--- src/rtl/vector_serializer.sv ---
// Loads a LEN-element parallel vector and emits it one element per handshake, element 0 first.
// Element 0 is valid the cycle after capture. A new vector can be taken on the last element's handshake.
module vector_serializer #(
  parameter int WIDTH = 16,
  parameter int LEN   = 8
) (
  input  logic                   clk,
  input  logic                   rst,
  input  logic [LEN*WIDTH-1:0]   in_data,
  input  logic                   in_valid,
  output logic                   in_ready,
  output logic [WIDTH-1:0]       out_data,
  output logic                   out_valid,
  input  logic                   out_ready,
  output logic                   out_last,
  output logic                   busy
);

  localparam int IDXW = (LEN > 1) ? $clog2(LEN) : 1;
  localparam logic [IDXW-1:0] LAST_IDX = IDXW'(LEN - 1);

  typedef enum logic {
    IDLE = 1'b0,
    SEND = 1'b1
  } state_t;

  state_t                 state_q, state_d;
  logic [IDXW-1:0]        idx_q, idx_d;
  logic [LEN*WIDTH-1:0]   buf_q, buf_d;
  logic                   at_last;

  assign at_last = (idx_q == LAST_IDX);

  always_ff @(posedge clk or posedge rst) begin
    if (rst) begin
      state_q <= IDLE;
      idx_q   <= '0;
      buf_q   <= '0;
    end else begin
      state_q <= state_d;
      idx_q   <= idx_d;
      buf_q   <= buf_d;
    end
  end

  always_comb begin
    state_d   = state_q;
    idx_d     = idx_q;
    buf_d     = buf_q;
    in_ready  = 1'b0;
    out_valid = 1'b0;
    out_last  = 1'b0;
    busy      = 1'b0;
    case (state_q)
      IDLE: begin
        in_ready = 1'b1;
        if (in_valid) begin
          buf_d   = in_data;
          idx_d   = '0;
          state_d = SEND;
        end
      end
      SEND: begin
        out_valid = 1'b1;
        busy      = 1'b1;
        out_last  = at_last;
        in_ready  = at_last && out_ready;
        if (out_ready) begin
          if (!at_last) begin
            idx_d = idx_q + 1'b1;
          end else if (in_valid) begin
            // Reload on the final handshake so back-to-back vectors have no bubble.
            buf_d = in_data;
            idx_d = '0;
          end else begin
            state_d = IDLE;
          end
        end
      end
      default: state_d = IDLE;
    endcase
  end

  // idx is left untouched on return to IDLE, so out_data keeps showing a buffered element.
  always_comb begin
    out_data = '0;
    for (int k = 0; k < LEN; k++) begin
      if (idx_q == IDXW'(k)) out_data = buf_q[k*WIDTH +: WIDTH];
    end
  end

endmodule
--- config.mk ---
export PLATFORM = sky130hd
export DESIGN_NAME = vector_serializer
export DESIGN_NICKNAME = d
export VERILOG_FILES = /design/src/rtl/vector_serializer.sv
export SDC_FILE = /design/constraint.sdc
export NUM_CORES = 1
export LEC_CHECK = 0
export BUFFER_PORTS_ARGS = -buffer_cell sky130_fd_sc_hd__buf_2
export CELL_PAD_IN_SITES_DETAIL_PLACEMENT = 1
export CELL_PAD_IN_SITES_GLOBAL_PLACEMENT = 1
export CORE_MARGIN = 2
export CORE_UTILIZATION = 30
export CTS_CLUSTER_DIAMETER = 200
export CTS_CLUSTER_SIZE = 10
export DETAILED_ROUTE_END_ITERATION = 16
export GPL_ROUTABILITY_DRIVEN = 1
export PLACE_DENSITY_LB_ADDON = 0.1
export SETUP_SLACK_MARGIN = 0.3
export SLEW_MARGIN = 20
export SYNTH_ARGS = -nofsm -noshare
export SYNTH_HDL_FRONTEND = slang
export SYNTH_SLANG_ARGS = --single-unit
--- constraint.sdc ---
create_clock -name clk -period 11.9 [get_ports clk]
set_clock_uncertainty 0.1 [all_clocks]
set_input_delay 0.595 -clock clk [delete_from_list [all_inputs] [get_ports clk]]
set_output_delay 0.595 -clock clk [all_outputs]
set_load 0.005 [all_outputs]
==> metrics <==
outcome completed; Power, Total 2.142 mW; initial antenna violation count 3; Final Core Density 37.88%; Routed Wire Length 18480 microns; Crit path required time 11.21 ns; row count 53; CP max-delay cell ha_1; Max-Cap Viols 0; DRT iter0 DRCs 180; first-pass GRT wire length 29180 microns; Avg Inst Size Synth 11.94 sq um; Reg2Reg Depth 8; synthesized area 0.006445 sq mm; starting density of the core 30.66%; # DRC 0; Die Span X 150.6 microns; Post-CTS Setup Repair Bufs 0; setup violators final 0; overall global routing resource usage 17.01%; GR Overflow Total 0; Synth top area share 51.25%; Lkg Pwr 3.738 nW; H-tree depth 4; DP Area 0.007288 sq mm; Fmax 250.6 MHz; Nets 812; Async S/R FF share, synth 100.0%; Reg clk slew, reported paths 0.06 ns; count of final hold-check violations 0; Period Utilization, post-route 33.54%; Buffers on Ports 151; Post-synth EDFFs 0; placed insts 929; Setup TNS Final 0 ns; Worst Hold Class in -> async; Synth Flop Type dfrtp_1; Worst-Skew Late Latency 0.42 ns; syn_nets 678; Place WS 8.306 ns; part of the Yosys area used for sequential elements 51.25%; Cell Chain, Critical Path clkinv_1 > ha_1 > or2_1 > a221oi_1 > o22ai_1 > a21oi_1 > buf_2; RSZ-0062 raised after global routing no; post-synth cell types 26; fin worst setup slack 7.909 ns; GP Congestion 0.8139; Fin Hold WS 0.1138 ns; Post-synth top cells dfrtp_1 (132), mux2_2 (128), a21oi_1 (49), nand2_1 (39), inv_1 (36); r2r endpoint buf_q[2]; Crit path max-delay family compound AO/OA/AOI/OAI gates; max-slew violations 0; Num CTS Buffers 17; share of layout cells above drive strength 1 48.40%; CTS root buf clkbuf_16; top cells by area, synth dfrtp_1 (51%), mux2_2 (22%), a21oi_1 (3.8%); area grow syn2layout 23.55%; final instance area 0.007963 sq mm; post-synthesis register bit count 132; Worst setup SP type register; Cell Count, Final, Fillers Out 963; Setup crit start idx_q[2]; crit path time final 3.991 ns; router iterations before antenna repair 5; routed via count 4671; Via density 4.850; CP Capture Type output port; clock sinks 132; hold buffers post-CTS 0; maximum fanout along the worst path 18; die area 0.02267 sq mm; WP data arrival 3.30 ns; Ports 152; Synth Warn # 0; Worst-Margin Slew 0.8793 ns; Rel. slew slack 41.38%; Post-DP HPWL 13170 microns; post_cts resized 0; TritonCTS clock tree built; PwrDens 268.9 mW/mm^2; Antenna Nets Post-Route 0; FF-to-FF setup slack 8.53 ns; Max VDD drop 0.09981 mV; CP bufs+invs 2; most frequent cell after synthesis dfrtp_1; Die Height 150.6 microns; RR Startpoint idx_q[0]; post-synth top area cell dfrtp_1; critical path class reg -> out; CTS Buffer Depth 2; vias in the first global route 4983; largest net degree at the start of global routing 76; Mapped Cells 540; Routed wire per std cell 19.19 microns; crit-path max cell delay 0.61 ns; Core Region 0.02102 sq mm
## registers in the layout, indices dropped and copies added (netlist names)
name     cells
buf_q      128
idx_q        3
state_q      1
## layout make-up
cell class | instances | area [sq um]
Fill cell | 2296 | 13060
Sequential cell | 132 | 3303
Multi-Input combinational cell | 327 | 2703
Timing Repair Buffer | 158 | 828.3
Clock buffer | 19 | 452.9
Tap cell | 275 | 344.1
Clock inverter | 12 | 178.9
Inverter | 38 | 147.6
Antenna cell | 2 | 5.005
## cell usage in the layout (no fill, tap or decap)
master,instances
clkinv_2,2
mux2i_1,1
a31oi_1,16
clkinvlp_4,3
mux2_2,128
buf_4,6
inv_1,35
a22o_1,3
and2_1,1
dfrtp_1,132
ha_4,1
or3_1,14
buf_2,151
clkbuf_8,2
o21ai_0,16
buf_16,1
nand2_1,38
nand3b_1,16
a21oi_1,49
a221oi_2,10
clkinv_4,2
bufinv_16,4
or2_1,1
diode_2,2
clkbuf_16,17
o22ai_1,18
clkinv_1,2
a221oi_1,6
inv_6,2
or2b_1,1
nand2_4,1
or3_2,2
ha_1,5
## how the worst max path moves through the flow
stage | endpoint | slack (ns) | depth (start not counted)
floorplan | buf_q[0] | 7.68 | 1
global route | out_data[14] | 7.53 | 7
CTS | out_data[14] | 7.83 | 7
detailed placement | out_data[14] | 8.31 | 7
global placement | out_data[15] | 8.50 | 7
finish | out_data[14] | 7.91 | 7
## worst reg2reg max path: cells and delay by family (launching register included)
kind	cells	cell delay [ns]
fa+ha+maj	2	0.45
simple gates	3	0.80
buf+inv	2	1.00
flops	1	0.44
mux	1	0.47
## power by group
group / switching (mW) / leakage [nW] / internal, mW
Combinational: 0.404 / 1.83 / 0.379
Sequential: 0.123 / 1.61 / 0.667
Clock: 0.206 / 0.301 / 0.361
## per-layer routing
metal / global-route usage (%) / up-vias / share of wire, %
li1: - / 2194 / -
met3: 5.515 / 6 / 6.1
met2: 23.11 / 131 / 42
met5: 0 / - / 0.070
met1: 25.96 / 2338 / 52
met4: 3.785 / 2 / 0.33
## cell families (layout without fill, tap and decap cells)
logic type	after synthesis	after routing	share of synthesized area, %
flip-flops	132	132	51.25
AO/OA/AOI/OAI	118	118	11.90
AND/OR/NAND/NOR	74	74	6.038
buffers and inverters	81	227	7.125
other	0	2	0
multiplexers	129	129	22.52
adder cells (fa/ha/maj)	6	6	1.165
Power figures use the tool's default switching activity.
